$ cat src/rtl/omsp_hmac_byte_if_pkg.sv
// Shared types and constants for the HMAC byte adapter: state encoding and the
// byte order used both when absorbing and when squeezing 16-bit words.
package omsp_hmac_byte_if_pkg;

  localparam int unsigned WORD_W     = 16;
  localparam int unsigned BYTE_W     = 8;
  // Big-endian: the first byte on the wire is word[15:8].
  localparam int unsigned FIRST_LSB  = 8;
  localparam int unsigned SECOND_LSB = 0;

  typedef enum logic [2:0] {
    ST_IDLE   = 3'd0,
    ST_ABS_HI = 3'd1,
    ST_ABS_LO = 3'd2,
    ST_FINAL  = 3'd3,
    ST_SQ_HI  = 3'd4,
    ST_SQ_LO  = 3'd5
  } state_t;

  function automatic logic [BYTE_W-1:0] word_byte(input logic [WORD_W-1:0] w, input logic first);
    return first ? w[FIRST_LSB +: BYTE_W] : w[SECOND_LSB +: BYTE_W];
  endfunction

endpackage

$ cat src/rtl/omsp_hmac_byte_if_if.sv
// Byte-wide link between the adapter (master) and the sponge hash core (slave).
interface omsp_hmac_byte_if_if;
  import omsp_hmac_byte_if_pkg::*;

  logic              core_clear;
  logic              core_in_valid;
  logic [BYTE_W-1:0] core_in_byte;
  logic              core_in_ready;
  logic              core_final;
  logic              core_final_ack;
  logic              core_out_ready;
  logic              core_out_valid;
  logic [BYTE_W-1:0] core_out_byte;

  modport master (
    output core_clear, core_in_valid, core_in_byte, core_final, core_out_ready,
    input  core_in_ready, core_final_ack, core_out_valid, core_out_byte
  );

  modport slave (
    input  core_clear, core_in_valid, core_in_byte, core_final, core_out_ready,
    output core_in_ready, core_final_ack, core_out_valid, core_out_byte
  );
endinterface

$ cat src/rtl/omsp_hmac_byte_if_sq.sv
// Squeeze deserialiser: assembles two core bytes into the digest word and counts
// squeezed words, saturating at OUT_WORDS.
module omsp_hmac_byte_if_sq
  import omsp_hmac_byte_if_pkg::*;
#(
  parameter int unsigned OUT_WORDS = 8
) (
  input  logic              clk,
  input  logic              reset,
  input  logic              clr,
  input  logic              cap_hi,
  input  logic              cap_lo,
  input  logic              ovf,
  input  logic [BYTE_W-1:0] byte_in,
  output logic [WORD_W-1:0] hash_out,
  output logic              full_c
);

  localparam int unsigned CNT_W = $clog2(OUT_WORDS + 1);

  logic [CNT_W-1:0] count;

  assign full_c = (count == CNT_W'(OUT_WORDS));

  always_ff @(posedge clk or posedge reset) begin
    if (reset) begin
      hash_out <= '0;
      count    <= '0;
    end else if (clr) begin
      hash_out <= '0;
      count    <= '0;
    end else begin
      if (ovf) hash_out <= '0;
      if (cap_hi) hash_out[FIRST_LSB +: BYTE_W] <= byte_in;
      if (cap_lo) begin
        hash_out[SECOND_LSB +: BYTE_W] <= byte_in;
        if (!full_c) count <= count + CNT_W'(1);
      end
    end
  end

endmodule

$ cat src/rtl/omsp_hmac_byte_if.sv
// Adapter between the HMAC sequencing FSM and the byte-wide sponge core:
// serialises absorbed words, runs one finalisation, deserialises digest words.
module omsp_hmac_byte_if
  import omsp_hmac_byte_if_pkg::*;
#(
  parameter int unsigned OUT_WORDS = 8
) (
  input  logic              clk,
  input  logic              reset,
  input  logic              hmac_reset,
  input  logic              start_continue,
  input  logic              data_available,
  input  logic              data_is_long,
  input  logic [WORD_W-1:0] data_in,
  output logic              busy,
  output logic [WORD_W-1:0] hash_out,
  output logic              protocol_err,
  omsp_hmac_byte_if_if.master core
);

  state_t            state, state_nx;
  logic              start_q, start_edge;
  logic              finalised;
  logic [WORD_W-1:0] word_q;
  logic              load_word, set_fin, set_perr, ovf, cap_hi, cap_lo;
  logic              sq_full_c;

  // Upstream samples busy in the very cycle start first rises.
  assign start_edge = start_continue & ~start_q & ~hmac_reset;
  assign busy       = (state != ST_IDLE) | start_edge;

  always_ff @(posedge clk or posedge reset) begin
    if (reset) begin
      state   <= ST_IDLE;
      start_q <= 1'b0;
    end else if (hmac_reset) begin
      state   <= ST_IDLE;
      start_q <= 1'b0;
    end else begin
      state   <= state_nx;
      start_q <= start_continue;
    end
  end

  always_comb begin
    state_nx  = state;
    load_word = 1'b0;
    set_fin   = 1'b0;
    set_perr  = 1'b0;
    ovf       = 1'b0;
    cap_hi    = 1'b0;
    cap_lo    = 1'b0;
    case (state)
      ST_IDLE: begin
        if (start_edge) begin
          load_word = 1'b1;
          if (data_available) begin
            if (finalised)         set_perr = 1'b1;
            else if (data_is_long) state_nx = ST_ABS_HI;
            else                   state_nx = ST_ABS_LO;
          end else if (!finalised) begin
            state_nx = ST_FINAL;
          end else if (sq_full_c) begin
            ovf      = 1'b1;
            set_perr = 1'b1;
          end else begin
            state_nx = ST_SQ_HI;
          end
        end
      end
      ST_ABS_HI: if (core.core_in_ready) state_nx = ST_ABS_LO;
      ST_ABS_LO: if (core.core_in_ready) state_nx = ST_IDLE;
      ST_FINAL: begin
        if (core.core_final_ack) begin
          set_fin  = 1'b1;
          state_nx = ST_SQ_HI;
        end
      end
      ST_SQ_HI: begin
        if (core.core_out_valid) begin
          cap_hi   = 1'b1;
          state_nx = ST_SQ_LO;
        end
      end
      ST_SQ_LO: begin
        if (core.core_out_valid) begin
          cap_lo   = 1'b1;
          state_nx = ST_IDLE;
        end
      end
      default: state_nx = ST_IDLE;
    endcase
  end

  always_ff @(posedge clk or posedge reset) begin
    if (reset) begin
      word_q       <= '0;
      finalised    <= 1'b0;
      protocol_err <= 1'b0;
    end else if (hmac_reset) begin
      word_q       <= '0;
      finalised    <= 1'b0;
      protocol_err <= 1'b0;
    end else begin
      if (load_word) word_q       <= data_in;
      if (set_fin)   finalised    <= 1'b1;
      if (set_perr)  protocol_err <= 1'b1;
    end
  end

  omsp_hmac_byte_if_sq #(.OUT_WORDS(OUT_WORDS)) u_sq (
    .clk      (clk),
    .reset    (reset),
    .clr      (hmac_reset),
    .cap_hi   (cap_hi),
    .cap_lo   (cap_lo),
    .ovf      (ovf),
    .byte_in  (core.core_out_byte),
    .hash_out (hash_out),
    .full_c   (sq_full_c)
  );

  // Core strobes decode directly from the state register.
  assign core.core_clear     = hmac_reset | reset;
  assign core.core_in_valid  = (state == ST_ABS_HI) | (state == ST_ABS_LO);
  assign core.core_in_byte   = core.core_in_valid ? word_byte(word_q, state == ST_ABS_HI) : '0;
  assign core.core_final     = (state == ST_FINAL);
  assign core.core_out_ready = (state == ST_SQ_HI) | (state == ST_SQ_LO);

endmodule

$ cat src/flat_wrapper.sv
// flat-port wrapper written by rule: the top's interface ports become plain ports
module omsp_hmac_byte_if_flat import omsp_hmac_byte_if_pkg::*;
#(
  parameter int unsigned OUT_WORDS = 8
)
  (clk, reset, hmac_reset, start_continue, data_available, data_is_long, data_in, busy, hash_out, protocol_err, core_core_clear, core_core_in_valid, core_core_in_byte, core_core_final, core_core_out_ready, core_core_in_ready, core_core_final_ack, core_core_out_valid, core_core_out_byte);
  omsp_hmac_byte_if_if core_i ();
  input  logic clk;
  input  logic reset;
  input  logic hmac_reset;
  input  logic start_continue;
  input  logic data_available;
  input  logic data_is_long;
  input  logic [WORD_W-1:0] data_in;
  output logic busy;
  output logic [WORD_W-1:0] hash_out;
  output logic protocol_err;
  output wire logic [$bits(core_i.core_clear)-1:0] core_core_clear;
  output wire logic [$bits(core_i.core_in_valid)-1:0] core_core_in_valid;
  output wire logic [$bits(core_i.core_in_byte)-1:0] core_core_in_byte;
  output wire logic [$bits(core_i.core_final)-1:0] core_core_final;
  output wire logic [$bits(core_i.core_out_ready)-1:0] core_core_out_ready;
  input wire logic [$bits(core_i.core_in_ready)-1:0] core_core_in_ready;
  input wire logic [$bits(core_i.core_final_ack)-1:0] core_core_final_ack;
  input wire logic [$bits(core_i.core_out_valid)-1:0] core_core_out_valid;
  input wire logic [$bits(core_i.core_out_byte)-1:0] core_core_out_byte;
  assign core_core_clear = core_i.core_clear;
  assign core_core_in_valid = core_i.core_in_valid;
  assign core_core_in_byte = core_i.core_in_byte;
  assign core_core_final = core_i.core_final;
  assign core_core_out_ready = core_i.core_out_ready;
  assign core_i.core_in_ready = core_core_in_ready;
  assign core_i.core_final_ack = core_core_final_ack;
  assign core_i.core_out_valid = core_core_out_valid;
  assign core_i.core_out_byte = core_core_out_byte;
  omsp_hmac_byte_if #(.OUT_WORDS(OUT_WORDS)) u_core (.clk(clk), .reset(reset), .hmac_reset(hmac_reset), .start_continue(start_continue), .data_available(data_available), .data_is_long(data_is_long), .data_in(data_in), .busy(busy), .hash_out(hash_out), .protocol_err(protocol_err), .core(core_i));
endmodule
$ cat config.mk
export PLATFORM = sky130hd
export DESIGN_NAME = omsp_hmac_byte_if_flat
export DESIGN_NICKNAME = d
export VERILOG_FILES = /design/src/rtl/omsp_hmac_byte_if_pkg.sv /design/src/rtl/omsp_hmac_byte_if_if.sv /design/src/rtl/omsp_hmac_byte_if_sq.sv /design/src/rtl/omsp_hmac_byte_if.sv /design/src/flat_wrapper.sv
export SDC_FILE = /design/constraint.sdc
export NUM_CORES = 1
export LEC_CHECK = 0
export BUFFER_PORTS_ARGS = -buffer_cell sky130_fd_sc_hd__buf_2
export CORE_MARGIN = 5
export CORE_UTILIZATION = 55
export DETAILED_ROUTE_END_ITERATION = 10
export PLACE_DENSITY = 0.9
export SKIP_LAST_GASP = 1
export SYNTH_ARGS = -nofsm -noshare
export SYNTH_HDL_FRONTEND = slang
export SYNTH_SLANG_ARGS = --single-unit
export TNS_END_PERCENT = 10
$ cat constraint.sdc
create_clock -name clk -period 4.05 [get_ports clk]
set_input_delay 0.81 -clock clk [delete_from_list [all_inputs] [get_ports clk]]
set_output_delay 0.81 -clock clk [all_outputs]
set_load 0.1 [all_outputs]
==> out/metrics.yaml <==
route.top_layer_used: "met4"
route.detailed.vias_per_inst: 5.65
hold_violations: 0
grt_setup_unrepaired: "false"
die_area_sq_um: 5080
dr.pass1.iters: 5
synthCells: 205
final_critical_path_time_including_i_o_delays_and_setup_ns: 3.22
clock_tree.htree_level_count: 2
finish.instance_area_sq_um: 2460
number_of_remaining_drc_errors: 0
met1_wl_microns: 2100
setup_viol: 0
cts_hold_buf: 0
cts-buffers-inserted: 5
die_h_microns: 71.3
max_slew_margin: 0.511
synthTopCellsByArea: "dfrtp_1 51%, nand2_1 7.5%, a32o_1 6.8%"
nFillCells: 296
clk_root_buffer_cell: "clkbuf_8"
number_of_warning_messages_in_the_yosys_log: 0
vdd.ir_drop.worst_v: 0.000240
grt_pass1_vias: 1780
final_min_period_over_clock_period: 0.795
globalRouteOverflowTotal: 0
pin_count: 63
synthDominantAreaCellType: "dfrtp_1"
critPathCaptureType: "output pin"
gp_routability_congestion: 0.888
route.antenna.remaining_nets: 0
postSynthAreaPerCell_sq_um: 10.1
wire_length_of_the_first_global_routing_pass_microns: 8210
report.power.total_w: 0.000929
fin_worst_skew_ns: 0.00751
floorplan.die.width_microns: 71.3
layout-drive-gt1-share: 0.308
path_clk_slew_ns: 0.08
timing.critical_path.slowest_cell_delay_ns: 0.67
mean_routed_wirelength_per_cell_microns: 15.1
worst-path-max-fanout: 14
postLayoutCoreUtil: 0.673
report.final.slew_viol_count: 0
crit_path_end: "core_core_in_byte[7]"
postPlaceCellArea_sq_um: 2350
vias_after_detailed_routing: 1758
syn-cell-area_sq_um: 2070
regToRegStartpoint: "u_core.state[2]$_DFFE_PP0P_"
cts-resized-gates: 0
dp_hpwl_microns: 3290
post_synth_num_cell_types: 42
synth_seq_area_share: 0.509
p_per_area_nw_per_um2: 377
reg2reg_slack_ns: 2.02
fp-row-count: 22
cpMaxStageDelayCell: "nor2b_1"
met3RoutedLength_microns: 362
timing.critical_path.cells: "nor2b_1 -> a22oi_1 -> nor2_1 -> buf_2"
worst_r2r_path_depth: 5
final_net_count: 297
clk-insertion-delay-late_ns: 0.30
core_area_sq_um: 3660
cts_buffer_depth: 2
setup.worst_path.class: "reg2out"
numPortBuffers: 62
drtIter0Drc: 124
synthToLayoutAreaGrowth_pct: 19.3
grtUsageTotal: 0.200
max_slew.worst_pin.slew_ns: 0.732
worstPathRequired_ns: 3.24
yosys_register_bits: 42
startpoint_type_of_the_worst_setup_path: "flop"
clkSinkCount: 42
leakage_power_of_the_design_nw: 1.29
initial_utilization: 0.564
totalNegativeSetupSlack_ns: 0
largest_net_degree_at_the_start_of_global_routing: 43
crit_start: "u_core.state[0]$_DFFE_PP0P_"
achievable-frequency_mhz: 311
synthDominantCellAreaShare: 0.509
worstPathArrival_ns: 2.41
met2RoutedLength_microns: 2200
cts_tree: "yes"
regToRegEndpoint: "u_core.u_sq.count[3]$_DFFE_PP0P_"
worst_hold_path_type: "reg2reg"
post-cts-setup-buffer-count: 0
wirelength_microns: 4690
mappedNetlistNets: 240
antenna_diodes: 0
antenna_violations_before_repair: 0
max-cap-violations: 0
result_of_the_run: "complete, no violations"
worst_hold_slack_ns: 0.488
==> cell usage in the layout (no fill, tap or decap), types with 3 or more instances in the layout <==
cell type	netlist	final
buf_2	0	62
dfrtp_1	42	42
nand2_1	41	41
nand3_1	18	18
nor2_1	15	15
a32o_1	14	14
a22oi_1	10	10
clkbuf_8	0	5
nor2b_1	4	4
o21ai_0	4	4
a21oi_1	4	4
inv_1	4	4
nand4b_1	3	3
==> flip-flops by register name (all words and copies together), names as in the netlist <==
name	count
u_core.state	3
u_core.u_sq.hash_out	16
u_core.start_q	1
u_core.protocol_err	1
u_core.word_q	16
u_core.u_sq.count	4
u_core.finalised	1
==> worst min path at each step <==
stage                                    startpoint                                    to  slack, ns  cells after the start
6_report        u_core.u_sq.hash_out[1]$_DFFE_PP0P_   u_core.u_sq.hash_out[1]$_DFFE_PP0P_       0.49                      1
5_1_grt        u_core.u_sq.hash_out[10]$_DFFE_PP0P_  u_core.u_sq.hash_out[10]$_DFFE_PP0P_       0.52                      1
4_1_cts         u_core.u_sq.hash_out[1]$_DFFE_PP0P_   u_core.u_sq.hash_out[1]$_DFFE_PP0P_       0.49                      1
3_5_place_dp        u_core.protocol_err$_DFFE_PP0P_       u_core.protocol_err$_DFFE_PP0P_       0.48                      1
3_3_place_gp        u_core.protocol_err$_DFFE_PP0P_       u_core.protocol_err$_DFFE_PP0P_       0.47                      1
2_1_floorplan          u_core.word_q[0]$_DFFE_PP0P_          u_core.word_q[0]$_DFFE_PP0P_       0.47                      2
==> critical path: cells and delay by family (launching register included) <==
family | cells | cell delay, ns
AO/OA/AOI/OAI | 1 | 0.19
buffers and inverters | 1 | 0.44
flip-flops | 1 | 0.66
AND/OR/NAND/NOR | 2 | 0.81
==> cell families after synthesis <==
family                   after synthesis  share of synthesized area
flip-flops                            42                      0.509
AO/OA/AOI/OAI                         42                      0.167
AND/OR/NAND/NOR                       96                      0.238
adder cells (fa/ha/maj)                2                     0.0121
XOR/XNOR                               3                     0.0127
buffers and inverters                 19                     0.0569
multiplexers                           1                    0.00485
==> per-stage QoR <==
| step | cells | setup WS [ns] |
|---|---|---|
| 2_1_floorplan | 205 | 0.640 |
| 3_3_place_gp | 303 | 1.27 |
| 3_5_place_dp | 303 | 1.18 |
| 4_1_cts | 311 | 0.855 |
| 5_1_grt | 311 | 0.586 |
| 6_report | 311 | 0.832 |
==> layer usage <==
layer | vias up | GRT usage
met5 | - | 0
met4 | 0 | 0.0418
met3 | 5 | 0.0617
met2 | 61 | 0.322
met1 | 854 | 0.266
li1 | 838 | -
==> cell type report <==
class,count,area (sq um),share of cell area
clock buffers,5,68.8,0.0279
flip-flops and latches,42,1050,0.426
multi-input cells,144,897,0.364
repair buffers,64,325,0.132
well taps,48,60.1,0.0244
clock inverters,3,43.8,0.0178
inverters,5,18.8,0.00761
==> cell usage after synthesis, drive strengths merged <==
cell,count
dfrtp,42
nand2,42
nand3,18
nor2,18
a32o,14
a22oi,10
buf,7
clkbuf,7
nor2b,5
o21ai,5
a21oi,4
inv,4
nand4b,3
a22o,2
ha,2
nor3,2
o21a,2
xor2,2
a211oi,1
and2,1
and3,1
and3b,1
clkinv,1
mux2i,1
nand3b,1
nand4,1
nor3b,1
nor4b,1
o211ai,1
o21ba,1
o22ai,1
o2bb2ai,1
or2b,1
xnor2,1
==> power breakdown <==
group / switching, W / internal (W)
Clock: 0.000149 / 0.000185
Sequential: 0.0000152 / 0.000434
Combinational: 0.000107 / 0.0000390
Power figures use the tool's default switching activity.
